<file path="config.mk">
export PLATFORM = sky130hd
export DESIGN_NAME = serial_accumulator
export DESIGN_NICKNAME = d
export VERILOG_FILES = /design/src/rtl/serial_accumulator.sv
export SDC_FILE = /design/constraint.sdc
export NUM_CORES = 1
export LEC_CHECK = 0
export CORE_MARGIN = 2
export CORE_UTILIZATION = 29
export DETAILED_ROUTE_END_ITERATION = 10
export PLACE_DENSITY = 0.55
export RECOVER_POWER = 50
export SYNTH_ARGS = -nofsm -noshare
export SYNTH_HDL_FRONTEND = slang
export SYNTH_SLANG_ARGS = --single-unit
export TNS_END_PERCENT = 5
</file>
<file path="constraint.sdc">
create_clock -name clk -period 7.4 [get_ports clk]
set_input_delay 1.48 -clock clk [delete_from_list [all_inputs] [get_ports clk]]
set_output_delay 1.48 -clock clk [all_outputs]
set_load 0.1 [all_outputs]
</file>
<file path="src/rtl/serial_accumulator.sv">
// Bit-serial accumulator store: N = MC_BITS*ACC_CYCLES bit circulating register with LOAD/CLEAR/SHR/SHL passes.
// Optional sticky overflow flag and port enabled by defining SERIAL_ACC_OVF_EN.
module serial_accumulator #(
  parameter  int MC_BITS    = 36,
  parameter  int ACC_CYCLES = 2,
  localparam int N          = MC_BITS * ACC_CYCLES,
  localparam int PW         = $clog2(N)
) (
  input  logic          clk,
  input  logic          rst,
  input  logic          adder_sum,
  input  logic          cmd_valid,
  input  logic [1:0]    cmd,
  output logic          cmd_ready,
  output logic          busy,
  input  logic          c10,
  input  logic          c25,
  input  logic          jump_uc,
  input  logic          dv,
  output logic          acc,
  output logic          acc1,
  output logic          sign,
  output logic [PW-1:0] pos,
  output logic          dv_d
`ifdef SERIAL_ACC_OVF_EN
  ,
  output logic          ovf
`endif
);

  localparam logic [PW-1:0] LAST = PW'(N - 1);
  localparam logic [PW-1:0] MCB  = PW'(MC_BITS);

  typedef enum logic [2:0] {S_IDLE, S_LOAD, S_CLEAR, S_SHR, S_SHL} state_t;

  state_t        state, state_nxt;
  logic [N-1:0]  store;
  logic          prev_bit;   // old value of position pos-1, needed because SHL overwrites it first
  logic          new_bit;
  logic [PW-1:0] pos_p1;
  logic          at_last;

  assign at_last   = (pos == LAST);
  assign pos_p1    = at_last ? LAST : pos + 1'b1;
  assign acc       = store[pos];
  assign acc1      = (pos < MCB) ? acc : 1'b0;
  assign busy      = (state != S_IDLE);
  assign cmd_ready = (state == S_IDLE) && at_last;

  always_ff @(posedge clk or posedge rst) begin
    if (rst) state <= S_IDLE;
    else     state <= state_nxt;
  end

  always_comb begin
    state_nxt = state;
    new_bit   = store[pos];
    case (state)
      S_IDLE: begin
        if (cmd_valid && at_last) begin
          case (cmd)
            2'd0:    state_nxt = S_LOAD;
            2'd1:    state_nxt = S_CLEAR;
            2'd2:    state_nxt = S_SHR;
            default: state_nxt = S_SHL;
          endcase
        end
      end
      S_LOAD:  new_bit = adder_sum;
      S_CLEAR: new_bit = 1'b0;
      S_SHR:   new_bit = store[pos_p1];   // at N-1 pos_p1 stays N-1: sign propagates
      S_SHL:   new_bit = (pos == '0) ? 1'b0 : prev_bit;
      default: new_bit = store[pos];
    endcase
    if (state != S_IDLE && at_last) state_nxt = S_IDLE;
  end

  always_ff @(posedge clk or posedge rst) begin
    if (rst) begin
      store    <= '0;
      pos      <= LAST;
      prev_bit <= 1'b0;
      sign     <= 1'b0;
      dv_d     <= 1'b0;
    end else begin
      store[pos] <= new_bit;
      prev_bit   <= store[pos];
      pos        <= at_last ? '0 : pos + 1'b1;
      if (at_last) sign <= new_bit;
      // Uses the pre-update sign when the sign bit is written on the same edge.
      dv_d <= dv & (jump_uc | (c25 & ~sign) | (c10 & sign));
    end
  end

`ifdef SERIAL_ACC_OVF_EN
  // LOAD overflow: result sign differs from both the stored operand sign bit and the latched sign.
  always_ff @(posedge clk or posedge rst) begin
    if (rst) ovf <= 1'b0;
    else if (at_last) begin
      case (state)
        S_SHL:   if (new_bit != store[N-1]) ovf <= 1'b1;
        S_LOAD:  if ((new_bit != store[N-1]) && (new_bit != sign)) ovf <= 1'b1;
        S_CLEAR: ovf <= 1'b0;
        default: ;
      endcase
    end
  end
`endif

endmodule

</file>
==> results.md <==
- Nets: 553
- Hold WS: 524 ps
- Initial antenna violation count: 0
- Core area: 18,600 um^2
- Initial Util: 0.293
- Clk_skew: 10.4 ps
- Number of DRC markers in iteration 0: 419
- Final setup vio count: 0
- Final Max Tran Viols: 88
- Core Util, Final: 0.324
- CP arrival: 4650 ps
- Critical path class: register to primary output
- Post-synth EDFFs: 0
- GPL Wtd Cong: 0.950
- Pin count of the biggest net entering global routing: 66
- Yosys cell types: 65
- Antenna-violating nets left: 0
- Hold Buf Count CTS: 0
- Synth top area cells: dfrtp_1 (37%), mux2_2 (18%), nor2_1 (5.9%)
- Critical Path RT: 5920 ps
- H-tree lvl count: 3
- Routed vias/inst: 5.74
- Post-Syn Area: 5450 um^2
- Clock buffer depth: 2
- Worst slew margin: -0.905
- Min-delay worst type: register to register
- Finished Layout Cells: 776
- First-pass GRT wire length: 25,800 um
- Synth cell count leaders: mux2_2 (87), nor2_1 (85), dfrtp_1 (81)
- Width of the die: 141 um
- Worst path slowest cell: clkdlybuf4s50_1
- Pleak: 2.40 nW
- Die Y: 141 um
- CTS tree: done
- Yosys Warn Count: 0
- CP peak stage delay: 1210 ps
- Cell Chain, Critical Path: inv_1 -> nor3_1 -> a222oi_1 -> o211ai_1 -> nand4_1 -> a221oi_1 -> clkdlybuf4s50_1
- Synthesized area per cell: 10.1 um^2
- Max Freq: 163 MHz
- Area fraction of the dominant cell type after synthesis: 0.372
- Die Area: 19,900 um^2
- Async S/R FF share, synth: 1.00
- Max-Cap Viols: 2
- Minimum clock period: 6130 ps
- Worst-path fanout max: 55
- Placed cells: 761
- CP Launch Type: register
- Ratio of cells with drive above 1 in the final layout: 0.234
- Seq/Total Area, Yosys: 0.391
- 1st-pass router iterations: 5
- Power Density: 164 nW/um^2
- Clk root buf: clkbuf_16
- Outcome: finished with violations
- Total CTS buffers: 9
- Number of global-route vias before repair: 4,431
- RSZ-0062 raised after global routing: false
- Clock sink count: 85
- Number of I/O pins: 23
- Fillcell total: 1,904
- Post-CTS resize count: 0
- Mapped Cells: 541
- Final Cycle Share: 0.828
- Critical Path End Type: primary output
- Drt drc: 0
- Prevailing post-synth register cell: dfrtp_1
- Place WS: 1630 ps
- Failing checks: capacitance limit, slew limit
- Ant. Diodes: 0
- # Post-CTS Setup Buffers: 0
- HPWL after DPL: 11,200 um
- Worst-path clk slew: 60 ps
- FP Rows: 50
- Peak supply drop: 78.6 uV
- Area delta synth->final: 10.4%
- PortBufs: 22
- Vias post-DR: 4,455
- Post-synthesis register bit count: 85
- Total wire length: 16,200 um
- GR Util All Layers: 0.170
- Biggest area consumer among synthesized cells: dfrtp_1
- Total gr overflow: 0
- Most frequent cell after synthesis: mux2_2
- Worst slew pin tran: 2860 ps
- Avg WL per Cell: 20.9 um
- Final hold vios: 0
- Clock latency on the worst-skew pair: 350 ps
- Syn Nets: 556
- Final worst-path setup slack: 1270 ps
- Setup_tns: 0 ps
==> area by class of cell <==
class / count / area, um^2 / area share
Tap cell: 234 / 293 / 0.0487
Clock inverter: 5 / 52.6 / 0.00874
Timing Repair Buffer: 24 / 231 / 0.0385
Sequential cell: 85 / 2130 / 0.355
Clock buffer: 10 / 229 / 0.0381
Inverter: 14 / 53.8 / 0.00895
Multi-Input combinational cell: 404 / 3020 / 0.502
==> cells by family after synthesis <==
logic type / synth area share
AOI/OAI and AO/OA: 0.140
xor gates and xnor gates: 0.00643
adders and majority gates: 0.0115
buffers and inverters: 0.0524
DFF: 0.391
muxes: 0.234
and+or+nand+nor: 0.164
==> per-layer routing <==
layer	part of all wire	track usage	up-vias
met5	0	0	-
met4	0.037	0.0784	0
met3	0.060	0.0377	46
met2	0.45	0.259	165
met1	0.45	0.230	2276
li1	-	-	1968
==> flip-flops by register name, summed over array words and instances (netlist names) <==
register,flops
store,72
prev_bit,1
sign,1
dv_d,1
state,3
pos,7
==> layout by cell type (no fill, tap or decap), drive strengths merged, types with 4 or more instances in the layout <==
master         netlist  layout
clkdlybuf4s50        0      20
a21oi               16      16
mux2i                9       9
nand3b               8       8
a22o                 4       4
nor2b                8       8
nor2                86      86
o22ai                5       5
dfstp                4       4
o21ai               11      11
a22oi                4       4
inv                 14      13
nand2b               7       7
nand3               10      10
clkbuf              10      11
nor3                10      10
mux4                 9       9
mux2                87      87
ha                   5       5
dfrtp               81      81
nand2               46      46
a221oi              16      16
==> power breakdown <==
group	switching [mW]	total, mW	internal (mW)	leakage [nW]
sequential	0.0129	0.492	0.479	1.10
combinational	0.0280	0.0534	0.0254	1.16
clock	0.184	0.442	0.258	0.138
total	0.225	0.988	0.762	2.40
==> worst max-delay path: cells and delay by family, from the launching register on <==
family,cells,cell delay (ps)
buffers and inverters,2,1770
DFF,1,1170
AOI/OAI and AO/OA,3,740
and+or+nand+nor,2,620
==> through the flow <==
| stage | cell area, um^2 | total power, mW |
|---|---|---|
| after global placement | 5740 | 0.553 |
| after global routing | 6010 | 1.03 |
| after floorplan | 5450 | 0.537 |
| after CTS | 6020 | 0.997 |
| after detailed placement | 5740 | 0.555 |
| final | 6010 | 0.988 |
==> worst paths after layout <==
check / depth (start not counted) / slack, ps / startpoint / end
worst max-delay path: 7 / 1270 / pos[0] / acc1
worst min-delay path: 1 / 520 / store[68] / store[68]
worst max register to register: 11 / 1660 / pos[0] / store[63]
worst min register to register: 1 / 520 / store[68] / store[68]
max in group asynchronous: 3 / 2160 / rst / store[67]
min in group asynchronous: 2 / 1960 / rst / store[40]
No activity file was read; power rests on OpenSTA's default activity.
==> RTL change, RTL diff (same settings) <==
Add a define of `SERIAL_ACC_OVF_EN`.
--- a/src/rtl/serial_accumulator.sv
+++ b/src/rtl/serial_accumulator.sv
@@ -1,5 +1,7 @@
 // Bit-serial accumulator store: N = MC_BITS*ACC_CYCLES bit circulating register with LOAD/CLEAR/SHR/SHL passes.
 // Optional sticky overflow flag and port enabled by defining SERIAL_ACC_OVF_EN.
+`define SERIAL_ACC_OVF_EN
+
 module serial_accumulator #(
   parameter  int MC_BITS    = 36,
   parameter  int ACC_CYCLES = 2,
Check against the original RTL (old outputs only; new: ovf): equivalent (Yosys induction, for registers that start in step).
==> RTL change against the original RTL <==
- the run still ends with max-capacitance violations, max-slew violations left
- setup slack improved by 0.66 ns
- synthesized cell count rose by 5.0%
- area after synthesis up 2.4%
- sequential cell count increased by 1
- wire length increased by 2.8%
- final area up 3.7%
- clock skew is 0.00080 ns lower
- largest cell class unchanged
- highest routed layer unchanged
Power is not compared: it rests on default switching activity, and its combinational part moved more than twofold at a synthesized area within 25%.
==> RTL change: results (changes against the original RTL) <==
| Metric | Value |
|---|---|
| WL/cell | 20.6 um (-1.6%) |
| Share of cells above drive strength 1 | 22.4% (-1.1 points) |
| Status | finished, violations left |
| Area contributors post-synth | dfrtp_1 37%, mux2_2 17%, nand2_1 5.6% |
| Largest stage delay, worst path | 2.38 ns (+1.17 ns) |
| Dpl ws | 2.41 ns (+0.783 ns) |
| DR vias | 4638 (+4.1%) |
| Multiplexer area fraction after synthesis | 22.4% (-0.98 points) |
| Cells after synthesis | 568 (+5.0%) |
| Worst Path Arrival | 5.21 ns (+0.56 ns) |
| Register area share after synthesis | 38.7% (-0.48 points) |
| Placed Area | 5940 um2 (+3.4%) |
| Max-cap violations | 1 (-1) |
| Clock Skews | 0.00961 ns (-0.000796 ns) |
| Failing checks | max-capacitance violations, max-slew violations |
| Routed wl met3 | 1020 um (+4.0%) |
| Met1 wire length | 7670 um (+5.3%) |
| DR iter-0 viols | 385 (-8.1%) |
| Pin count of the biggest net entering global routing | 74 (+12%) |
| Slew Limit Fails | 62 (-30%) |
| Compound-Gate Fraction of Synth Area | 16.7% (+2.6 points) |
| Tightest Pin Transition | 3.30 ns (+0.442 ns) |
| Met1 GRT Util | 22.9% (-0.093 points) |
| Routability congestion estimate | 0.911 (-4.1%) |
| GR Layer Usage met2 | 26.8% (+0.87 points) |
| Post-Synth Adder-Cell Area | 1.12% (-0.027 points) |
| Synth cell types | 72 (+11%) |
| Input/output buffers | 23 (+4.5%) |
| Fillers | 1930 (+1.4%) |
| Area Growth Syn to Fin | 11.8% |
| Nets | 587 (+6.1%) |
| Synth warn | 0 (unchanged) |
| GRT Overall Usage | 17.0% (+0.054 points) |
| Top cells by count, synth | 83 x nand2_1, 82 x dfrtp_1, 82 x mux2_2, 35 x nor2_1, 30 x o21ai_0 |
| Vias per cell | 5.72 (-0.39%) |
| Synthesized Nets | 583 (+4.9%) |
| Met3 Use GR | 3.72% (-0.048 points) |
| DR WL met2 | 7580 um (+3.1%) |
| Post-synthesis xor/xnor area fraction | 0.785% (+0.14 points) |
| CP max stage cell | clkbuf_1 |
-- RTL change: changes by cell type after synthesis, moves of 5 or more --
cell,unedited run,this run
mux2_2,87,82
o21ai_0,9,30
nand2_1,46,83
a21oi_1,16,21
nand3b_1,8,0
o22ai_1,5,11
nand2b_1,7,13
nor2_1,85,35
mux2i_1,9,16
a221oi_1,16,3
-- RTL change: path summary, 6_finish.rpt --
check	from	slack [ns]	cells past startpoint	to
worst max-delay path	rst	1.93	3	store[37]
worst min-delay path	store[24]	0.53	1	store[24]
worst max register to register	pos[1]	2.40	11	store[49]
worst min register to register	store[24]	0.53	1	store[24]
max in group clk	pos[0]	1.94	8	acc1
min in group asynchronous	rst	1.84	2	store[23]
-- RTL change: area by class of cell --
cell class                 instances  area share, %
multi-input combinational        430           50.5
sequential                        86           34.6
tap                              234           4.70
timing repair buffer              31           4.46
clock buffer                       9           3.61
clock inverter                     7           1.28
inverter                          14          0.863
